`config.mk`:
```
export PLATFORM = sky130hd
export DESIGN_NAME = pattern_sequencer_multi
export DESIGN_NICKNAME = d
export VERILOG_FILES = /design/src/rtl/pattern_sequencer_multi.sv
export SDC_FILE = /design/constraint.sdc
export NUM_CORES = 1
export LEC_CHECK = 0
export ABC_CLOCK_PERIOD_IN_PS = 3400
export CORE_UTILIZATION = 43
export DETAILED_ROUTE_END_ITERATION = 12
export PLACE_DENSITY = 0.78
export SLEW_MARGIN = 20
export SYNTH_ARGS = -nofsm -noshare
export SYNTH_HDL_FRONTEND = slang
export SYNTH_SLANG_ARGS = --single-unit
```
`constraint.sdc`:
```
create_clock -name i_clk -period 3.4 [get_ports i_clk]
set_clock_uncertainty 0.05 [all_clocks]
set_input_delay 0.68 -clock i_clk [delete_from_list [all_inputs] [get_ports i_clk]]
set_output_delay 0.68 -clock i_clk [all_outputs]
set_load 0.005 [all_outputs]
```
`src/rtl/pattern_sequencer_multi.sv`:
```
// Multi-channel pattern sequencer: CHANNELS voices share one synchronous pattern ROM
// through a round-robin arbiter; each voice decodes NOTE / END / JUMP words.
module pattern_sequencer_multi #(
  parameter int CHANNELS = 4,
  parameter int ADDR_W   = 8
) (
  input  logic                       i_clk,
  input  logic                       i_rst,
  input  logic [CHANNELS-1:0]        i_start,
  input  logic [CHANNELS*ADDR_W-1:0] i_start_addr,
  input  logic [CHANNELS-1:0]        i_note_stb,
  output logic [CHANNELS-1:0]        o_note_valid,
  output logic [CHANNELS*6-1:0]      o_note_pitch,
  output logic [CHANNELS*5-1:0]      o_note_len,
  output logic [CHANNELS*4-1:0]      o_note_instrument,
  output logic [CHANNELS-1:0]        o_busy,
  output logic [CHANNELS-1:0]        o_done,
  output logic [ADDR_W-1:0]          o_rom_addr,
  input  logic [15:0]                i_rom_data,
  output logic [CHANNELS*2-1:0]      o_dbg_state,
  output logic [CHANNELS*ADDR_W-1:0] o_dbg_ptr
);

  // Handshake: i_note_stb is a one-cycle request honoured only in WAIT (never queued);
  // each accepted request ends in exactly one o_note_valid or o_done pulse unless an
  // i_start or reset intervenes. There is no back-pressure on the outputs.

  localparam int CH_W = (CHANNELS > 1) ? $clog2(CHANNELS) : 1;

  typedef enum logic [1:0] {
    S_IDLE  = 2'd0,
    S_WAIT  = 2'd1,
    S_PEND  = 2'd2,
    S_FETCH = 2'd3
  } ch_state_t;

  ch_state_t           state_q [CHANNELS];
  ch_state_t           state_d [CHANNELS];
  logic [ADDR_W-1:0]   ptr_q   [CHANNELS];
  logic [ADDR_W-1:0]   ptr_d   [CHANNELS];
  logic [CHANNELS-1:0] note_ld;
  logic [CHANNELS-1:0] done_d;
  logic [CH_W-1:0]     rr_q;
  logic [CH_W-1:0]     gnt_ch;
  logic                gnt_vld;
  logic                word_is_note;
  logic                word_is_jump;

  assign word_is_note = ~i_rom_data[15];
  assign word_is_jump = i_rom_data[15] & i_rom_data[14];

  // Round-robin search starting at rr_q, which always points just past the last grant.
  always_comb begin
    gnt_vld = 1'b0;
    gnt_ch  = '0;
    for (int k = 0; k < CHANNELS; k++) begin
      if (!gnt_vld && state_q[(int'(rr_q) + k) % CHANNELS] == S_PEND) begin
        gnt_vld = 1'b1;
        gnt_ch  = CH_W'((int'(rr_q) + k) % CHANNELS);
      end
    end
  end

  assign o_rom_addr = gnt_vld ? ptr_q[gnt_ch] : '0;

  // A channel sits in FETCH for exactly the one cycle its ROM word is on i_rom_data,
  // so the FETCH state itself is the response tag for that channel.
  always_comb begin
    note_ld = '0;
    done_d  = '0;
    for (int c = 0; c < CHANNELS; c++) begin
      state_d[c] = state_q[c];
      ptr_d[c]   = ptr_q[c];
      if (i_start[c]) begin
        state_d[c] = S_WAIT;
        ptr_d[c]   = i_start_addr[c*ADDR_W +: ADDR_W];
      end else begin
        case (state_q[c])
          S_IDLE: ;
          S_WAIT: if (i_note_stb[c]) state_d[c] = S_PEND;
          S_PEND: if (gnt_vld && int'(gnt_ch) == c) state_d[c] = S_FETCH;
          S_FETCH: begin
            if (word_is_note) begin
              note_ld[c] = 1'b1;
              ptr_d[c]   = ptr_q[c] + ADDR_W'(1);
              state_d[c] = S_WAIT;
            end else if (word_is_jump) begin
              ptr_d[c]   = i_rom_data[ADDR_W-1:0];
              state_d[c] = S_PEND;
            end else begin
              done_d[c]  = 1'b1;
              state_d[c] = S_IDLE;
            end
          end
          default: state_d[c] = S_IDLE;
        endcase
      end
    end
  end

  always_ff @(posedge i_clk or posedge i_rst) begin
    if (i_rst) begin
      for (int c = 0; c < CHANNELS; c++) begin
        state_q[c] <= S_IDLE;
        ptr_q[c]   <= '0;
      end
      rr_q              <= '0;
      o_note_valid      <= '0;
      o_done            <= '0;
      o_note_pitch      <= '0;
      o_note_len        <= '0;
      o_note_instrument <= '0;
    end else begin
      for (int c = 0; c < CHANNELS; c++) begin
        state_q[c] <= state_d[c];
        ptr_q[c]   <= ptr_d[c];
        if (note_ld[c]) begin
          o_note_pitch[c*6 +: 6]      <= i_rom_data[14:9];
          o_note_len[c*5 +: 5]        <= i_rom_data[8:4];
          o_note_instrument[c*4 +: 4] <= i_rom_data[3:0];
        end
      end
      if (gnt_vld) begin
        rr_q <= (int'(gnt_ch) == CHANNELS - 1) ? '0 : CH_W'(int'(gnt_ch) + 1);
      end
      o_note_valid <= note_ld;
      o_done       <= done_d;
    end
  end

  always_comb begin
    o_busy      = '0;
    o_dbg_state = '0;
    o_dbg_ptr   = '0;
    for (int c = 0; c < CHANNELS; c++) begin
      o_busy[c]                      = (state_q[c] != S_IDLE);
      o_dbg_state[c*2 +: 2]          = state_q[c];
      o_dbg_ptr[c*ADDR_W +: ADDR_W]  = ptr_q[c];
    end
  end

endmodule

```
## Word level (Yosys, flattened, before mapping)

Index checks and enable logic that the tools add are counted.

- Add/subtract/negate cells: 8
- $mul: 0
- Divide/modulo/power cells: 0
- Magnitude comparators: 5
- Equal/unequal tests: 31
- Shift operators: 0
- Mux-type cells: 75
- Bitwise operators: 9
- Reduce and logical (&&, ||, !) cells: 34

Operators by type and width:

| kind | number |
|---|---|
| $ge A32 B3 Y1 const B | 4 |
| $mux W8 | 16 |
| $not A32 Y32 | 3 |
| $mux W2 | 27 |
| $add A8 B1 Y8 const B | 4 |
| $not A2 Y32 | 1 |
| $eq A2 B2 Y1 const B | 14 |
| $ne A3 B3 Y1 const B | 8 |
| $pmux W2 S3 | 4 |
| $mux W1 | 23 |
| $bmux W2 S2 | 4 |
| $bmux W8 S2 | 1 |
| $reduce_bool A2 Y1 | 8 |
| $reduce_bool A4 Y1 | 4 |
| $ne A3 B2 Y1 const B | 4 |
| $reduce_and A3 Y1 | 4 |
| $eq A2 B1 Y1 const B | 5 |
| $reduce_and A2 Y1 | 4 |
| $logic_and A1 B1 Y1 | 7 |
| $reduce_or A2 Y1 | 3 |
| $add A2 B1 Y2 const B | 2 |
| $add A2 B2 Y2 const B | 2 |
| $and A1 B1 Y1 const A | 3 |
| $ge A3 B3 Y1 const B | 1 |
| other kinds (4) | 6 |

- Flip-flop bits (word level): 110
- Latch bits: 0
- Memory bits (writable): 0
- ROM bits: 0
- Output and inout port bits: 120
- Memories: 0

## Depth between registers and ports, before layout

Gate-level depths: netlist (run 1).

- Depth after elaboration: 21
- Mapped depth: 12

## Least setup slack after synthesis (run 1)

Ideal clock, no wire load.

- Path kind: register to output
- Start point: register state_q, in the netlist o_dbg_state[5]
- End point: output o_rom_addr[0]
- Data arrival time: 1.471 ns
- Data required time: 2.670 ns
- Path slack: 1.199 ns
- Stages on the path, launching flop included: 6
- Buffers on the path: 1
- Path through: dfrtp_1 -> buf_6 -> nor2b_4 -> or4_4 -> nand2_1 -> o22ai_1

- Cells in the longest elaborated chain, start to end: 19

RTL lines:

| item | line | text |
|---|---|---|
| from (decl) | 37 | `ch_state_t state_q [CHANNELS];` |
| from (signal, indexed assignment) | 115 | `state_q[c] <= state_d[c];` |
| $bmux W2 S2 | 57 | `if (!gnt_vld && state_q[(int'(rr_q) + k) % CHANNELS] == S_PEND) begin` |
| $mux W2 (not written as such) (2 in series) | 57 |  |
| $eq A2 B2 Y1 | 57 |  |
| $mux W1 | 57 |  |
| $logic_not A1 Y1 | 57 |  |
| $logic_and A1 B1 Y1 | 57 |  |
| $mux W1 | 57 |  |
| $logic_not A1 Y1 | 57 |  |
| $logic_and A1 B1 Y1 | 57 |  |
| $mux W1 | 57 |  |
| $logic_not A1 Y1 | 57 |  |
| $logic_and A1 B1 Y1 | 57 |  |
| $mux W2 | 57 |  |
| $not A2 Y3 (not written as such) | 64 | `assign o_rom_addr = gnt_vld ? ptr_q[gnt_ch] : '0;` |
| $bmux W8 S2 | 64 |  |
| $mux W8 (not written as such) (2 in series) | 64 |  |
| $mux W8 * | 64 |  |
| to (decl) | 18 | `output logic [ADDR_W-1:0] o_rom_addr,` |

Every way passes the cells marked *; elsewhere a longest branch is shown, timed or not. The select of a mux whose other input is x is not followed.

## Worst setup path in the final report (run 1)

- Start point: register state_q, in the netlist o_dbg_state[5]
- End point: output o_rom_addr[2]

The elaborated chain is that of the path after synthesis.

==> results of run 1 <==
[registers in the layout, summed over array words and instances (netlist names)]
register and flops:
o_note_valid 4, o_note_len 20, o_note_instrument 16, o_done 4, o_dbg_ptr 32, rr_q 2
o_note_pitch 24, o_dbg_state 8
[power by group through the flow]
stage,combinational [mW],sequential (mW),clock [mW]
final,2.01,2.06,1.05
after global routing,2.18,2.10,1.12
after CTS,2.02,2.06,1.07
after detailed placement,2.00,2.07,0
after global placement,1.95,2.05,0
after floorplan,0.864,2.01,0
[cell usage after synthesis (all sizes together), types with 4 or more instances]
master	number
nand2	27
nand4	4
nand3	13
nor2b	5
mux2i	24
ha	12
a21oi	36
nor3	10
dfrtp	110
o21a	8
clkbuf	7
a211oi	4
o41ai	5
and4	4
and3	4
nor2	31
buf	20
inv	9
a22oi	10
mux2	62
o21ai	35
o22ai	11
nand2b	4
xnor2	24
[area by class of cell]
class,count,area (um^2)
Clock buffer,10,229
Clock inverter,5,57.6
Multi-Input combinational cell,358,2690
Sequential cell,110,2750
Timing Repair Buffer,194,1910
Fill cell,1073,4830
Tap cell,172,215
Inverter,9,37.5
[worst max path at each step]
stage,slack [ns],cells past startpoint,from,end
floorplan,1.20,5,o_dbg_state[5],o_rom_addr[0]
global placement,0.59,7,i_rom_data[15],o_dbg_ptr[18]
detailed placement,0.55,7,i_rom_data[15],o_dbg_ptr[18]
CTS,0.26,5,o_dbg_state[7],o_rom_addr[1]
global route,0.11,6,o_dbg_state[5],o_rom_addr[4]
finish,0.22,6,o_dbg_state[5],o_rom_addr[2]
[worst register-to-register path: cells and delay by family, from the launching register on]
| kind | cells | cell delay (ns) |
|---|---|---|
| DFF | 1 | 0.48 |
| AOI/OAI and AO/OA | 5 | 0.90 |
| adders and majority gates | 1 | 0.17 |
| and+or+nand+nor | 2 | 0.36 |
| buffers and inverters | 2 | 0.31 |
[cells in the final DEF (no fill, tap or decap), types with 4 or more instances in the layout]
cell | netlist | final
sky130_fd_sc_hd__clkbuf_16 | 0 | 9
sky130_fd_sc_hd__nor3_1 | 7 | 7
sky130_fd_sc_hd__clkdlybuf4s50_1 | 0 | 177
sky130_fd_sc_hd__o21ai_1 | 8 | 8
sky130_fd_sc_hd__and3_1 | 4 | 4
sky130_fd_sc_hd__a21oi_1 | 34 | 34
sky130_fd_sc_hd__nand2_1 | 27 | 27
sky130_fd_sc_hd__o22ai_1 | 10 | 10
sky130_fd_sc_hd__buf_4 | 7 | 16
sky130_fd_sc_hd__a211oi_1 | 4 | 4
sky130_fd_sc_hd__mux2i_1 | 24 | 24
sky130_fd_sc_hd__xnor2_1 | 24 | 24
sky130_fd_sc_hd__mux2_2 | 48 | 48
sky130_fd_sc_hd__o21ai_0 | 27 | 27
sky130_fd_sc_hd__inv_1 | 8 | 7
sky130_fd_sc_hd__nand4_1 | 4 | 4
sky130_fd_sc_hd__nand3_1 | 13 | 13
sky130_fd_sc_hd__ha_1 | 12 | 12
sky130_fd_sc_hd__o41ai_1 | 5 | 5
sky130_fd_sc_hd__nor2_1 | 30 | 30
sky130_fd_sc_hd__mux2_1 | 13 | 13
sky130_fd_sc_hd__a22oi_1 | 10 | 10
sky130_fd_sc_hd__o21a_1 | 8 | 8
sky130_fd_sc_hd__dfrtp_1 | 110 | 110
sky130_fd_sc_hd__and4_1 | 4 | 4
[per-stage QoR]
step / total power [mW] / instances / setup WS (ns)
floorplan: 2.88 / 504 / 1.20
global placement: 4.00 / 843 / 0.585
detailed placement: 4.08 / 843 / 0.553
CTS: 5.14 / 858 / 0.263
global route: 5.40 / 858 / 0.109
finish: 5.11 / 858 / 0.223
[routing by layer]
layer,global-route usage,vias up
met5,0,-
met4,0.0987,0
met3,0.0917,25
met2,0.402,218
met1,0.336,2331
li1,-,2179
[cells by family after synthesis]
group / after synthesis / synth area share
xor+xnor: 24 / 0.0371
simple gates: 111 / 0.108
fa+ha+maj: 12 / 0.0265
buf+inv: 36 / 0.0406
compound gates: 125 / 0.137
mux: 86 / 0.166
flops: 110 / 0.485
==> results by stage, run 1 <==
Outcome:
- The run finished with clean final reports.

Logic synthesis:
- In this run, synthesis inferred 0 flip-flops with an integrated enable.
- Yosys mapped the design onto 52 distinct sky130hd cell types.
- The async set-reset flop share out of synthesis is 1.00.
- The cell taking the most area after synthesis is sky130_fd_sc_hd__dfrtp_1.
- The flop and latch count out of synthesis is 110.
- The average footprint of a synthesized cell is 11.3 um^2.
- Of the synthesized area, sequential elements account for 0.485.
- In this run the cell area of the synthesized design comes to about 0.0057 mm^2.
- The Yosys step of the flow raised 0 warnings.
- The share of synthesized area in the top cell type comes to 0.485.
- In the post-synthesis netlist, the biggest area contributors are sky130_fd_sc_hd__dfrtp_1, sky130_fd_sc_hd__mux2_2, sky130_fd_sc_hd__mux2i_1.
- When the netlist entered floorplanning its net count stood at 574.
- The most common flop cell mapped by yosys is sky130_fd_sc_hd__dfrtp_1.
- The number of instances in the synthesized netlist is slightly above 500.

Finish:
- From synthesis to final layout, the design area changed by 39.1%.
- Of the cells placed in the final design, the portion with a size suffix greater than 1 is 0.150.
- The final design instance area without fill is 0.00789 mm^2.
- In the final design database the tool counted about 750 nets.
- For this run, the share of the core covered by cells in the final layout is 0.620.
- The number of antenna diodes is 0.

Pwr:
- The internal power is 3.53 mW.
- Across the VDD grid, the largest voltage drop is between 0.0004 and 0.0005 V.
- The net switching component of the power is 1.58 mW.
- Dividing total power by cell area gives a power density of 647 mW/mm^2.
- The part of the total power dissipated in combinational logic is 0.393.
- The sequential share of power is 0.402.
- The share of total power dissipated in the clock network is 0.205.
- The total leakage power is approximately 3.3 nW.
- The switching share of power is 0.309.

Worst setup path:
- The count of buffer and inverter cells on the critical path is 1.
- In this run the critical register-to-register path is captured at o_dbg_state[7].
- Traced cell by cell, the critical path runs through nor2b_4, mux2i_1, o211ai_1, nand2_1, o22ai_1, clkdlybuf4s50_1.
- STA classifies the critical path endpoint as an output pin.
- The kind of cell with the highest combined delay along the critical path is buffers and inverters.
- The highest net fanout along the worst path is 10.
- The setup path with the least slack is of type flop to output pin.
- The maximum cell stage delay along the critical path is 0.53 ns.
- At the worst endpoint, the required time is 2.67 ns.
- The startpoint of the worst-slack reg-to-reg timing path is o_dbg_state[3].
- The slowest stage of the critical path is the sky130_fd_sc_hd__clkdlybuf4s50_1 cell.
- The slack of the worst reg-to-reg path is 1.03 ns.
- The worst-case reg-to-reg path depth is 10.
- STA classifies the critical path startpoint as a flop.
- At the worst endpoint, the arrival time is ~2.5 ns.

STA:
- The final number of setup-violating endpoints is 0.
- Hold timing on the final database bottoms out at a slack of 0.441 ns.
- The share of the clock period used by the worst path is 0.934.
- Setup total negative slack on the finished layout was measured at 0 ns.
- The count of final max-slew check failures came to 0.
- The worst path needs 3.18 ns of the cycle, external delays included.
- The final hold violation count is 0.
- Derived from the worst setup path, the maximum achievable clock frequency is 0.315 GHz.
- The worst slew margin relative to its limit is 0.596.
- Setup repair after global routing left no endpoint under its margin.
- The slew at the pin closest to its max-slew limit is slightly above 0.6 ns.

Clocking:
- The buffer count from post-CTS setup fixing is 0.
- The number of buffers inserted during clock tree synthesis is 9.
- The count of clock tree sinks is 110.
- The H-tree depth reported by CTS is 3.
- The clock tree from TritonCTS is built.
- The clock tree root driver cell is sky130_fd_sc_hd__clkbuf_16.
- The number of cells upsized or downsized after cts is 0.
- The clock reaches the later pin of the worst-skew pair after 0.35 ns.
- Clock-pin slew was measured on the worst setup and hold paths at about 0.070 ns.
- After clock tree synthesis, the flow added hold-fix buffers numbering 0.
- The longest clock path from root to sink contains 2 buffers.

Die:
- The die is 117 um wide.
- The number of placed I/O pins is 178.
- The die covers 0.0137 mm^2.
- In this run the vertical extent of the chip is 117 um.
- The initial core utilization is 0.446.
- The number of placement rows is 41.
- The area of the core region is 0.0127 mm^2.

Detailed routing:
- The via density per instance is 5.54.
- The routed layout has 4753 vias.
- The highest routed metal layer is met4.
- The routed design has ~17 mm of wire.
- In the final routed layout, each cell accounts on average for 20.0 um.
- The initial DRC count is 323.
- The routed length on met3 is 1.84 mm.
- The post-detailed-route count of antenna-violating nets is 0.
- The met2 wirelength from detailed routing is 7.78 mm.
- The total routed wire length on the met1 layer is 7.13 mm.
- The DRC violation count after routing is 0.
- The number of search-and-repair iterations in the first detailed-routing pass is 4.

Global routing:
- Entering global routing, the biggest net connects around 110 pins.
- The number of antenna violations at the first check in global routing came to 0.
- The residual overflow from global routing is 0.
- The global-route wire length before repair is around 26 mm.
- The via count of the first global-routing pass is ~4800.
- The total routing usage reported by global routing is 0.260.

Placement:
- The count of buffers added on input and output ports is 177.
- The placed wire-length estimate after detailed placement is between 10 and 15 mm.
- The congestion estimate from routability-driven global placement came to 0.881.
- After detailed placement, the total cell area comes to 0.00761 mm^2.

Hold path:
- The start point of the worst min-delay path is o_note_pitch[16].
- The capture endpoint of the worst hold path is o_note_pitch[16].
- Counting instances, the worst hold path has a depth of 1.
- The worst min-delay path class is flop to flop.

Run:
- Across the run, the number of max-cap violations was 0.
Power figures use the tool's default switching activity.
==> run 2, diff against run 1 <==
--- a/config.mk
+++ b/config.mk
@@ -6,6 +6,7 @@
 export NUM_CORES = 1
 export LEC_CHECK = 0
 export ABC_CLOCK_PERIOD_IN_PS = 3400
+export CORE_MARGIN = 2
 export CORE_UTILIZATION = 43
 export DETAILED_ROUTE_END_ITERATION = 12
 export PLACE_DENSITY = 0.78
==> run 2 against run 1 <==
  * Total power is 3.5% higher
  * First-iteration DRC count increased by 19%
  * Setup slack got worse by 0.092 ns
  * Largest power group unchanged
==> results by stage, run 2 (same netlist as run 1, synthesis figures left out) <==
Pwr:
- Power comes to 5.29 mW.
- The net switching component of the power is 1.64 mW.
- Of the total power, the share spent switching nets is 0.310.
- The largest voltage drop on the vdd net is 0.000395 V.
- The power density over the cells is 658 mW/mm^2.
- The internal portion of the total power is roughly 3.6 mW.
- The share of total power dissipated in sequential elements is 0.390.
- The part of the total power dissipated in combinational logic is 0.389.
- For this design the static power due to leakage is 3.38 nW.
- The proportion of power drawn by the clock network is 0.221.

Placement:
- Prior to clock tree synthesis, the placed netlist has a worst setup slack of 0.0897 ns.
- The placed wire-length estimate after detailed placement is between 10 and 15 mm.
- Routability-driven placement finished with a final weighted congestion of 0.923.
- The quantity of I/O buffers inserted on ports is 177.

Global routing:
- The total overflow left after global routing is 0.
- Entering global routing, the biggest net connects 44 pins.
- The global-route wire length before repair is 27.8 mm.
- The via count of the first global-routing pass is 4978.
- The number of antenna violations at the first check in global routing came to 0.
- For this run, the total global-route usage over all layers was measured as 0.254.

Hold path:
- The start point of the worst min-delay path is o_note_len[11].
- The capture endpoint of the worst hold path is o_note_len[11].
- The cell depth of the worst hold path is 1.
- The min-delay analysis places its worst path in the category flop to flop.

Detailed routing:
- Once detail routing completed, the nets flagged for antenna violations numbered 0.
- Across all layers, the routed design uses 4832 vias.
- In the routed design, unresolved DRC markers number 0.
- The number of search-and-repair iterations in the first detailed-routing pass is 5.
- Summed over all layers, the routed wires come to 17.7 mm.
- The via density per instance is 5.58.
- The initial DRC count is around 390.
- Dividing the detail-routed wire length by the instance count gives 20.4 um.

Die:
- The die is about 120 um tall.
- The number of placement rows is between 40 and 50.
- The horizontal die dimension is roughly 120 um.
- The area of the core region is around 0.013 mm^2.
- 178 I/O pins were placed.
- The floorplan die area is 0.0141 mm^2.
- For this configuration, the core starts out at a cell density of 0.444.

Worst setup path:
- The classification of the worst setup path is flop to output pin.
- The terminus of the critical flop-to-flop path is o_dbg_state[7].
- The maximum cell stage delay along the critical path is 0.54 ns.
- The critical path data arrival time is around 2.5 ns.
- The cell family with the largest share of critical-path delay is buffers and inverters.
- The highest net fanout along the worst path is 12.
- For the worst setup path, the data required time is 2.67 ns.
- The slack of the worst reg-to-reg path is 1.05 ns.
- Walking the worst path, the cells encountered are nor3b_1, o21bai_1, o211ai_1, buf_4, nand2_1, o22ai_1, clkdlybuf4s50_1.
- Counting both buffers and inverters, the worst setup path holds a total of 2.
- The cell type of the slowest stage on the worst timing path is sky130_fd_sc_hd__clkdlybuf4s50_1.
- The worst setup path is launched from a flop.
- The nature of the critical path endpoint is an output pin.
- The most critical setup path has its startpoint at o_dbg_state[4].
- For the worst flop-to-flop path, the logic depth is 10.
- The startpoint identified for the worst register-to-register timing path is o_dbg_state[6].
- The count of cell instances traversed by the critical path is 7.

Clocking:
- The clock tree from TritonCTS is built.
- Clock-pin slew was measured on the worst setup and hold paths at ~0.080 ns.
- The number of buffers inserted during clock tree synthesis is 9.
- The H-tree generated during clock tree synthesis spans 3 levels.
- In this run the deepest clock path goes through 2 buffers.
- The tree is rooted in a sky130_fd_sc_hd__clkbuf_16.
- The clock net in this run drives a total of between 100 and 150 sinks.
- The insertion delay to the later sink of the worst-skew pair is between 0.3 and 0.4 ns.
- The number of hold buffers added after CTS is 0.

Finish:
- The area growth from synthesis to final layout is 41.6%.
- The number of antenna diodes is 0.
- The number of flip-flops in the largest register is 32.
- The library cells used most frequently in the layout, excluding fill and tap cells, are sky130_fd_sc_hd__clkdlybuf4s50_1, sky130_fd_sc_hd__dfrtp_1, sky130_fd_sc_hd__mux2_2, sky130_fd_sc_hd__a21oi_1, sky130_fd_sc_hd__nor2_1.
- Fill cells in the final layout number roughly 1000.
- The sequential cell area is 0.00275 mm^2.
- The combined area of the multi-input logic cells is 0.00270 mm^2.
- The proportion of layout cells with a drive suffix above 1 is 0.163.
- The final net count is 759.
- Leaving out fill and tap cells, the most frequent cell in the layout is sky130_fd_sc_hd__clkdlybuf4s50_1.

STA:
- The sum of negative setup slack is 0 ns.
- The minimum setup slack in the final design is 0.132 ns.
- The share of the clock period used by the worst path is 0.961.
- The count of final max-slew check failures is 0.
- Subtracting the final worst setup slack from the clock period gives 3.27 ns.
- The final hold violation count is 0.
- The worst slew margin relative to its limit is 0.402.
- Setup repair after global routing left no endpoint under its margin.
- The slew at the pin closest to its max-slew limit is 0.894 ns.
- Setup violations remaining at the end of the flow were counted as 0.
- Derived from the worst setup path, the maximum achievable clock frequency is between 0.3 and 0.4 GHz.
- On the final layout, the worst hold slack is 0.442 ns.

Outcome:
- The flow ran to the end, and the final reports show no timing, DRC or antenna violations.

Run:
- The total of max-cap violations is 0.
[run 2: cell types whose count changed in the layout (fill, tap and decap cells not counted), sizes merged]
cell / before / now
clkinvlp: 1 / 3
inv: 10 / 11
buf: 17 / 24
clkinv: 2 / 0
bufinv: 1 / 2
clkbuf: 10 / 9
[run 2: timing repair]
item,in CTS,in global routing
hold endpoints to repair,0,0
setup buffers,0,8
endpoints found under the setup margin,8,8
gates resized for setup,1,1
pin swaps,1,1
[run 2: power groups by stage]
stage	logic, mW	clock network, mW	registers [mW]
final	2.06	1.17	2.06
after global routing	2.21	1.25	2.11
after CTS	2.02	1.19	2.06
after detailed placement	2.00	0	2.08
after global placement	1.95	0	2.05
after floorplan	0.864	0	2.01
[run 2: worst max-delay path by stage]
stage | end | slack, ns
floorplan | o_rom_addr[0] | 1.20
detailed placement | o_rom_addr[0] | 0.09
CTS | o_rom_addr[0] | 0.004
finish | o_rom_addr[0] | 0.13
global route | o_rom_addr[6] | 0.001
global placement | o_rom_addr[1] | 0.27
[run 2: cell type report]
class,instances,share of cell area
flip-flops and latches,110,0.343
multi-input cells,358,0.336
repair buffers,201,0.249
clock buffers,9,0.0280
well taps,172,0.0268
clock inverters,7,0.0129
inverters,9,0.00467
[run 2: worst reg2reg max path: stages, from the launching register on]
cell and delay, ns:
sky130_fd_sc_hd__dfrtp_1 0.45, sky130_fd_sc_hd__nand2b_1 0.21, sky130_fd_sc_hd__a21boi_1 0.27, sky130_fd_sc_hd__o22ai_4 0.17, sky130_fd_sc_hd__buf_12 0.18, sky130_fd_sc_hd__inv_1 0.07, sky130_fd_sc_hd__ha_1 0.15, sky130_fd_sc_hd__o41ai_1 0.07
sky130_fd_sc_hd__a21oi_1 0.28, sky130_fd_sc_hd__nor2_1 0.08, sky130_fd_sc_hd__a311oi_1 0.26
[run 2: per-layer routing]
layer,wire (um),track usage,vias up
met5,0,0,-
met4,596,0.103,0
met3,1970,0.0920,38
met2,8080,0.387,243
met1,7050,0.327,2355
li1,-,-,2196
[run 2: metrics by stage]
stage | utilization | cells | cell area (um^2)
2_1_floorplan | - | 504 | 5680
3_3_place_gp | 0.597 | 842 | 7620
3_5_place_dp | 0.597 | 842 | 7620
4_1_cts | 0.623 | 858 | 7960
5_1_grt | 0.629 | 866 | 8040
6_report | 0.629 | 866 | 8040
==> run 3, diff against run 2 <==
--- a/config.mk
+++ b/config.mk
@@ -9,8 +9,9 @@
 export CORE_MARGIN = 2
 export CORE_UTILIZATION = 43
 export DETAILED_ROUTE_END_ITERATION = 12
+export HOLD_SLACK_MARGIN = 0.02
 export PLACE_DENSITY = 0.78
-export SLEW_MARGIN = 20
+export SLEW_MARGIN = 25
 export SYNTH_ARGS = -nofsm -noshare
 export SYNTH_HDL_FRONTEND = slang
 export SYNTH_SLANG_ARGS = --single-unit
==> results of run 3 <==
Same layout as run 2: the final DEF is identical, and so are final timing and power.
